`src/rtl/uart_tx_ctrl.sv`:
```
// UART transmit sequencer: accepts a byte over valid/ready, owns the external
// baud generator (reset + rate select) and serialises start/data/parity/stop.
module uart_tx_ctrl #(
  parameter int         DATA_BITS  = 8,
  parameter logic [1:0] RATE_RESET = 2'd0
) (
  input  logic                 clk,
  input  logic                 resetn,
  input  logic                 tx_valid,
  input  logic [DATA_BITS-1:0] tx_data,
  output logic                 tx_ready,
  input  logic [1:0]           cfg_baud,
  input  logic                 cfg_parity_en,
  input  logic                 cfg_parity_odd,
  input  logic                 cfg_two_stop,
  output logic                 bg_resetn,
  output logic [1:0]           baud_rate,
  input  logic                 baud_clk,
  output logic                 tx,
  output logic                 busy,
  output logic                 done
);

  localparam int CW = $clog2(DATA_BITS);
  localparam logic [CW-1:0] LAST_BIT = CW'(DATA_BITS - 1);

  typedef enum logic [2:0] {IDLE, START, DATA, PARITY, STOP1, STOP2} state_t;

  state_t               state;
  logic [DATA_BITS-1:0] data_sh;
  logic                 parity_bit;
  logic                 parity_en_q;
  logic                 two_stop_q;
  logic [CW-1:0]        bit_cnt;
  logic                 baud_clk_q;
  logic                 phase;

  // The generator toggles baud_clk; a full baud period is two toggles.
  logic edge_det, tick, last_tick;
  assign edge_det  = baud_clk ^ baud_clk_q;
  assign tick      = edge_det & phase;
  assign last_tick = tick && ((state == STOP1 && !two_stop_q) || state == STOP2);

  always_ff @(posedge clk or negedge resetn) begin
    if (!resetn) begin
      state       <= IDLE;
      data_sh     <= '0;
      parity_bit  <= 1'b0;
      parity_en_q <= 1'b0;
      two_stop_q  <= 1'b0;
      bit_cnt     <= '0;
      baud_clk_q  <= 1'b0;
      phase       <= 1'b0;
      tx          <= 1'b1;
      bg_resetn   <= 1'b0;
      baud_rate   <= RATE_RESET;
      tx_ready    <= 1'b1;
      busy        <= 1'b0;
      done        <= 1'b0;
    end else begin
      baud_clk_q <= baud_clk;
      done       <= 1'b0;
      if (state == IDLE) begin
        phase <= 1'b0;
        if (tx_valid && tx_ready) begin
          data_sh     <= tx_data;
          parity_bit  <= (^tx_data) ^ cfg_parity_odd;
          parity_en_q <= cfg_parity_en;
          two_stop_q  <= cfg_two_stop;
          bit_cnt     <= '0;
          baud_rate   <= cfg_baud;
          state       <= START;
          tx          <= 1'b0;
          bg_resetn   <= 1'b1;
          busy        <= 1'b1;
          tx_ready    <= 1'b0;
        end
      end else begin
        if (edge_det) phase <= ~phase;
        if (last_tick) begin
          state     <= IDLE;
          tx        <= 1'b1;
          bg_resetn <= 1'b0;
          baud_rate <= RATE_RESET;
          busy      <= 1'b0;
          tx_ready  <= 1'b1;
          done      <= 1'b1;
        end else if (tick) begin
          case (state)
            START: begin
              state <= DATA;
              tx    <= data_sh[0];
            end
            DATA: begin
              // data_sh[0] is the bit currently on the line
              if (bit_cnt == LAST_BIT) begin
                state <= parity_en_q ? PARITY : STOP1;
                tx    <= parity_en_q ? parity_bit : 1'b1;
              end else begin
                bit_cnt <= bit_cnt + 1'b1;
                data_sh <= data_sh >> 1;
                tx      <= data_sh[1];
              end
            end
            PARITY: begin
              state <= STOP1;
              tx    <= 1'b1;
            end
            STOP1: begin
              state <= STOP2;
              tx    <= 1'b1;
            end
            default: state <= IDLE;
          endcase
        end
      end
    end
  end

endmodule
```
`config.mk`:
```
export PLATFORM = sky130hd
export DESIGN_NAME = uart_tx_ctrl
export DESIGN_NICKNAME = d
export VERILOG_FILES = /design/src/rtl/uart_tx_ctrl.sv
export SDC_FILE = /design/constraint.sdc
export NUM_CORES = 1
export LEC_CHECK = 0
export CORE_MARGIN = 3
export CORE_UTILIZATION = 40
export CTS_CLUSTER_DIAMETER = 150
export CTS_CLUSTER_SIZE = 40
export DETAILED_ROUTE_END_ITERATION = 7
export GPL_TIMING_DRIVEN = 0
export PLACE_DENSITY = 0.74
export SLEW_MARGIN = 20
export SYNTH_ARGS = -nofsm -noshare
export SYNTH_HDL_FRONTEND = slang
export SYNTH_SLANG_ARGS = --single-unit
export TNS_END_PERCENT = 5
```
`constraint.sdc`:
```
create_clock -name clk -period 2.49 [get_ports clk]
set_input_delay 0.747 -clock clk [delete_from_list [all_inputs] [get_ports clk]]
set_output_delay 0.747 -clock clk [all_outputs]
set_load 0.02 [all_outputs]
```
# Word level (Yosys, flattened, before mapping)
# Index checks and enable logic that the tools add are counted.
# totals
reg_bits	25
in_bits	17
out_inout_bits	7
elab_cells	85
# classes
addsub	1
n_eq_ne	10
mux	38
n_bitwise	4
reduce_logical	19
# ops
cell	count
$mux W8	6
$mux W3	12
$mux W1	15
$pmux W3 S4	1
$eq A3 B3 Y1 const B	3
$reduce_bool A2 Y1	4
$reduce_xor A8 Y1	1
$eq A3 B2 Y1 const B	2
$mux W2	3
$reduce_and A3 Y1	2
$reduce_and A5 Y1	1
$reduce_bool A5 Y1	1
$ne A2 B1 Y1 const B	2
$ne A4 B4 Y1 const B	1
$reduce_and A2 Y1	2
$add A3 B1 Y3 const B	1
$eq A3 B1 Y1 const B	1
$logic_and A1 B1 Y1	3
$logic_not A3 Y1	1
$pmux W1 S3	1
$reduce_bool A3 Y1	1
$ne A2 B2 Y1 const B	1
$reduce_or A2 Y1	1
$xor A1 B1 Y1	2
4 further kinds	4

# Logic depth before layout (Yosys ltp)
# Gate-level depths: netlist of the first run.
# logic_depth
ltp_word	6
ltp_mapped	6
depth_no_buf	6

# Worst setup path after synthesis of the first run
# No wires, ideal clock.
# synth_timing
kind	input-to-reg
startpoint	input baud_clk
endpoint	register state[2]
setup_ns	0.121
arrival_ns	1.687
required_time_ns	2.369
slack_ns	0.682
cell_stages	4
path_buffers	0
cell_sequence	xnor2_1 > a2111oi_4 > o32ai_1 > a22o_1
# synth_via
elab_chain_len	5
elab_cells_between_ends	8
cone_classes	eq/ne: 1; mux: 2; bitwise: 2; reduce/logical: 3
# synth_rtl
item	line_no	source
start, declared	18	input logic baud_clk,
$xor A1 B1 Y1 *	40	assign edge_det = baud_clk ^ baud_clk_q;
$and A1 B1 Y1 *	41	assign tick = edge_det & phase;
$logic_and A1 B1 Y1	42	assign last_tick = tick && ((state == STOP1 && !two_stop_q) || state == STOP2);
$ne A4 B4 Y1 (no line), or another cell as far along	--	
$reduce_and A3 Y1 (no line) / $mux W3 (equally long branches)	--	
end signal, assigned	97	state <= parity_en_q ? PARITY : STOP1;
end, declared	29	state_t state;
# Mark *: on every way between the ends. The rest lies on a longest branch, timed or not.
# A chain may end at the register's enable or synchronous reset.

# Worst setup path in the final report of the first run
# layout_timing
startpoint	register tx_ready
endpoint	output tx_ready
# layout_rtl
item	line_no	source
start, declared	11	output logic tx_ready,
start signal, assigned	57	tx_ready <= 1'b1;
start signal, assigned	76	tx_ready <= 1'b0;
start signal, assigned	86	tx_ready <= 1'b1;
# No word-level cell between the ends.

==> summary.md, run 1 <==
| Metric | Value |
|---|---|
| Status | `complete, no violations` |
| Post-synthesis mux area share | `11.9%` |
| Syn Area/Cell | `10.6 um2` |
| Worst path required time | `1.74 ns` |
| LEAKAGE | `0.706 nW` |
| Share of the synthesized area in the top cell type | `43.9%` |
| Tot Pwr | `1.73 mW` |
| Rows | `20` |
| Post-Syn Instances | `124` |
| Area Growth Syn to Fin | `23.5%` |
| Slew Limit Fails | `0` |
| Clk slew on worst S/H paths | `0.14 ns` |
| Post-Synth Simple-Gate Area | `13.7%` |
| Core area | `3080 um2` |
| Top post-synthesis cells by area | `dfrtp_1 (44%), mux2_2 (10%), nand2_1 (6.0%)` |
| Postcts setup bufs | `0` |
| CP cell instances | `clkdlybuf4s50_1` |
| Synth warnings | `0` |
| Largest net degree at the start of global routing | `26` |
| Most frequent cells in the layout | `dfrtp_1 (23), clkdlybuf4s50_1 (22), nand2_1 (21), mux2_2 (12), o21ai_0 (11)` |
| Buf/Inv on CP | `1` |
| CP Class | `reg2out` |
| DIE AREA | `4000 um2` |
| Post-synthesis sequential area ratio | `47.9%` |
| PwrDens | `1070 nW/um2` |
| Initial core utilization | `42.6%` |
| TritonRoute pass-1 iters | `4` |
| Clk buf depth | `2` |
| Setup crit start kind | `flop` |
| Initial drt markers | `26` |
| Final WL | `2470 um` |
| Max-slew headroom | `62.6%` |
| R2R depth | `6` |
| Fin crit share | `91.2%` |
| Clock Root Buffer | `clkbuf_4` |
| Syn nets | `143` |
| Die height | `63.2 um` |
| Drc violations | `0` |
| FF-to-FF Start | `bit_cnt[0]` |
| TritonCTS clock tree | `done` |
| Number of max-cap violations | `0` |
| Mapped Area | `1310 um2` |
| Max Clock Freq | `0.440 GHz` |
| Antenna diodes | `0` |
| Synth unique cells | `34` |
| Clock period minus worst slack | `2.27 ns` |
| Initial antenna violation count | `0` |
| Slowest cell on crit path | `clkdlybuf4s50_1` |
| Adder-Cell Fraction of Synth Area | `1.91%` |
| CTS sink count | `25` |
| Skew-Pair Late Insertion Delay | `0.33 ns` |
| Commonest non-fill, non-tap cell in the layout | `dfrtp_1` |
| Largest family of logic cells by synthesized area | `simple AND/OR/NAND/NOR gates` |
| Cell taking the most area after synthesis | `dfrtp_1` |
| Seq cells post-synth | `25` |
| Min-delay worst type | `in2async` |
| Worst slew pin tran | `0.560 ns` |
| Die X | `63.2 um` |
| Setup TNS | `0 ns` |
| CTS resizes | `0` |
| # hold bufs at CTS | `0` |
| Compound-Gate Fraction of Synth Area | `13.1%` |
| CTS Buf Count | `3` |
| IO Pins | `24` |
| Worst-path fanout max | `4` |
| H-tree Lvls | `1` |
| Routed wire per std cell | `12.7 um` |
| Grt total ovfl | `0` |
| Detailed placement HPWL | `1840 um` |
| Slowest stage delay, CP | `0.61 ns` |
| Via Count | `980` |
| WP data arrival | `1.52 ns` |
| Final setup skew | `0.0130 ns` |
| GPL Wtd Cong | `0.833` |
| Max VDD drop | `486 uV` |
| RR Endpoint | `data_sh[6]` |
| Critical Path Sink Type | `output pin` |
| Reg-to-reg slack, setup | `0.47 ns` |
| Post-route ant nets | `0` |
| Layout cells sized above 1 | `19.9%` |
| # nets final | `171` |
| GRT Overall Usage | `13.3%` |
| Family with the most delay on the worst path | `buffers and inverters` |
| Number of port buffers | `23` |
| Vias/cell | `5.03` |
| Global-route wire length before repair | `4280 um` |
| Final Hold Viols | `0` |
| RSZ-0062 raised after global routing | `false` |
| Post-synthesis xor/xnor area fraction | `7.07%` |
| Vias in the first global route | `957` |
| Final setup fails | `0` |
==> per-layer routing <==
metal	vias to the layer above	GRT usage [%]	wire length, um
met5	-	0	0
met4	0	2.43	20
met3	4	4.63	181
met2	39	23.2	1230
met1	454	15.9	1040
li1	483	-	-
==> Yosys cell counts <==
cell       count
and3_1         2
a2111oi_4      1
a211oi_1       1
clkbuf_1       1
inv_1          6
nor3b_1        1
xnor3_1        1
dfstp_2        2
mux2_2        12
a21o_2         1
a21oi_1        1
a2bb2oi_1      2
o21ai_1        1
nor4b_2        1
nor3_1         3
buf_2          4
nand2_2        1
inv_2          1
xnor2_1        5
ha_1           2
buf_4          1
a22o_1         2
xor2_1         3
mux2i_1        1
o32ai_1        1
nand2_1       21
nand2b_1       1
nor2_1         2
nor3_2         1
o21ai_0       11
o22ai_1        3
dfrtp_1       23
mux2_1         1
nand3_1        4
==> flip-flops by register name (all words and copies together), names as in the netlist, 2 cells and up <==
signal,flops
data_sh,8
bit_cnt,3
state,3
baud_rate,2
==> area by class of cell <==
class / instances / area, um2
inverter: 7 / 26.3
multi-input combinational: 86 / 624
fill: 304 / 1460
clock inverter: 1 / 5.00
buffer: 6 / 31.3
timing repair buffer: 23 / 225
tap: 44 / 55.1
clock buffer: 3 / 22.5
sequential: 25 / 628
==> worst max path at each step <==
stage | startpoint | end | cells past startpoint
after global placement | baud_clk | data_sh[3] | 5
after floorplan | baud_clk | state[2] | 4
final | tx_ready | tx_ready | 1
after global routing | tx_ready | tx_ready | 1
after detailed placement | baud_clk | state[2] | 5
after CTS | tx_ready | tx_ready | 1
==> power by group <==
| part | internal, mW | switching [mW] | leakage, nW |
|---|---|---|---|
| Combinational | 0.424 | 0.409 | 0.377 |
| Clock | 0.0604 | 0.125 | 0.0177 |
| Sequential | 0.590 | 0.117 | 0.311 |
==> per-stage QoR <==
step | util [%] | instance area [um2] | instances | hold WS (ns) | setup WS, ns
after CTS | 52.7 | 1620 | 195 | 0.509 | 0.210
after floorplan | - | 1310 | 124 | 0.451 | 0.682
after detailed placement | 51.8 | 1600 | 191 | 0.480 | -0.00661
final | 52.6 | 1620 | 195 | 0.376 | 0.219
after global routing | 52.6 | 1620 | 195 | 0.407 | 0.175
after global placement | 51.8 | 1600 | 191 | 0.471 | 0.0249
==> cell families (layout without fill, tap and decap cells) <==
logic type,count (synthesis),after routing
simple gates,37,37
flops,25,25
compound gates,24,24
buf+inv,13,40
xor+xnor,9,9
fa+ha+maj,2,2
mux,14,14
Note: power is estimated with default switching activity, not from simulation.
==> run 2: changes to the inputs <==
Settings changed: HOLD_SLACK_MARGIN set to 0.1.
==> results of run 2 <==
The final DEF is identical to that of run 1; final timing and power are the same.
==> run 3: changes to the inputs <==
Settings changed: CORE_UTILIZATION 40 to 51, PLACE_DENSITY 0.74 to 0.88, REMOVE_ABC_BUFFERS set to 1.
==> run 3 against run 2 <==
Compared with the run above:
- sequential share of layout area grew 0.99 points
- critical endpoint unchanged
- cell area down 2.5%
- flip-flop and latch count stayed put
- critical path depth did not move
- combinational power is 7.2% lower
==> summary.md, run 3 (same netlist as run 1, synthesis figures left out) <==
| Metric | Value |
|---|---|
| Status | `complete, no violations` |
| Pint | `1.05 mW` |
| Via Count | `990` |
| Global-route wire length before repair | `4140 um` |
| Vias in the first global route | `965` |
| Layout Cells excl Fill | `173` |
| Slew Limit Fails | `0` |
| RR Endpoint | `data_sh[1]` |
| FF-to-FF Start | `state[1]` |
| RSZ-0062 raised after global routing | `false` |
| Drc violations | `0` |
| Clk buf depth | `2` |
| Setup crit start kind | `flop` |
| Fin crit share | `90.9%` |
| Initial core utilization | `56.5%` |
| GRT Overall Usage | `16.4%` |
| Area Growth Syn to Fin | `20.4%` |
| Antenna diodes | `0` |
| Slowest stage delay, CP | `0.61 ns` |
| Post-route ant nets | `0` |
| Max VDD drop | `821 uV` |
| Number of port buffers | `23` |
| Cell area after layout | `1580 um2` |
| H-tree Lvls | `1` |
| Worst path required time | `1.74 ns` |
| Family with the most delay on the worst path | `buffers and inverters` |
| CTS sink count | `25` |
| Final setup fails | `0` |
| Buf/Inv on CP | `1` |
| Combinational power share | `45.2%` |
| Max reg flops | `8` |
| Die height | `56.7 um` |
| Reg-to-reg slack, setup | `0.32 ns` |
| Max-slew headroom | `63.4%` |
| Final WL | `2410 um` |
| Rows | `17` |
| Tot Pwr | `1.71 mW` |
| Worst-path fanout max | `4` |
| Fin util | `68.1%` |
| WP data arrival | `1.52 ns` |
| R2R depth | `4` |
| Number of max-cap violations | `0` |
| CP cell instances | `clkdlybuf4s50_1` |
| Detailed placement HPWL | `1790 um` |
| Clock period minus worst slack | `2.26 ns` |
| Min-delay worst type | `in2async` |
| Clk slew on worst S/H paths | `0.14 ns` |
| Final setup skew | `0.0118 ns` |
| Vias/cell | `5.72` |
| Final Hold Viols | `0` |
| Die X | `56.7 um` |
| LEAKAGE | `0.683 nW` |
| Switching Power | `656 uW` |
| Seq pwr share | `44.2%` |
| Routed wire per std cell | `13.9 um` |
| CTS Buf Count | `3` |
| DIE AREA | `3210 um2` |
| Clock Root Buffer | `clkbuf_4` |
| Core area | `2320 um2` |
| Clk pwr share | `10.6%` |
| CP Class | `reg2out` |
| Max Clock Freq | `0.442 GHz` |
| GPL Wtd Cong | `0.813` |
| Placed instance area | `1540 um2` |
| Biggest register | `data_sh` |
| PwrDens | `1080 nW/um2` |
| Layout cells sized above 1 | `17.9%` |
| TritonCTS clock tree | `done` |
| Biggest regs | `data_sh: 8 flops, bit_cnt: 3 flops, state: 3 flops` |
| Largest net degree at the start of global routing | `26` |
| Skew-Pair Late Insertion Delay | `0.33 ns` |
| # hold bufs at CTS | `0` |
| Slowest cell on crit path | `clkdlybuf4s50_1` |
| Grt total ovfl | `0` |
| Fill cells | `190` |
| Placed Instances | `169` |
| Postcts setup bufs | `0` |
| # nets final | `165` |
| Initial antenna violation count | `0` |
| Critical Path Sink Type | `output pin` |
| Commonest non-fill, non-tap cell in the layout | `dfrtp_1` |
| CTS resizes | `1` |
| Most frequent cells in the layout | `dfrtp_1 (23), clkdlybuf4s50_1 (22), nand2_1 (21), mux2_2 (12), o21ai_0 (11)` |
| Worst slew pin tran | `0.548 ns` |
| TritonRoute pass-1 iters | `4` |
| Initial drt markers | `18` |
| IO Pins | `24` |
| Switching portion of total power | `38.4%` |
## run 3: cell count changes in the layout (fill, tap and decap cells not counted)
cell      previous run  this run
buf_4                1         0
nand3_2              0         1
buf_2                5         1
nor3_4               0         1
nand3_1              4         3
clkbuf_1             1         0
nor3_2               1         0
## run 3: worst max path at each step
stage	startpoint	cells past startpoint	slack, ns	endpoint
6_report	tx_ready	1	0.23	tx_ready
2_1_floorplan	state[1]	4	0.39	data_sh[0]
5_1_grt	tx_ready	1	0.17	tx_ready
4_1_cts	state[1]	4	0.11	data_sh[1]
3_3_place_gp	state[1]	4	-0.11	data_sh[6]
3_5_place_dp	state[1]	4	-0.14	data_sh[1]
## run 3: cell type report
type | count | area, um2 | share of cell area, %
multi-input cells | 86 | 636 | 40.3
repair buffers | 23 | 225 | 14.3
well taps | 28 | 35.0 | 2.22
clock inverters | 1 | 5.00 | 0.317
inverters | 7 | 26.3 | 1.67
flip-flops and latches | 25 | 628 | 39.8
clock buffers | 3 | 22.5 | 1.43
## run 3: power groups by stage
stage | Combinational (mW) | Clock (mW) | Sequential, mW
2_1_floorplan | 0.499 | 0 | 0.773
5_1_grt | 0.849 | 0.206 | 0.784
4_1_cts | 0.779 | 0.192 | 0.754
3_3_place_gp | 0.740 | 0 | 0.739
6_report | 0.773 | 0.181 | 0.756
3_5_place_dp | 0.770 | 0 | 0.755
## run 3: stage by stage
step | setup TNS [ns] | setup slack, ns | hold slack (ns)
floorplan | 0 | 0.391 | 0.451
global placement | -0.748 | -0.111 | 0.470
detailed placement | -0.922 | -0.141 | 0.484
CTS | 0 | 0.114 | 0.503
global route | 0 | 0.165 | 0.391
finish | 0 | 0.226 | 0.376
## run 3: layer usage
metal / global-route usage (%) / up-vias / wire, um
li1: - / 472 / -
met5: 0 / - / 0
met1: 18.6 / 483 / 989
met4: 4.41 / 0 / 23
met3: 5.29 / 4 / 154
met2: 29.2 / 31 / 1250
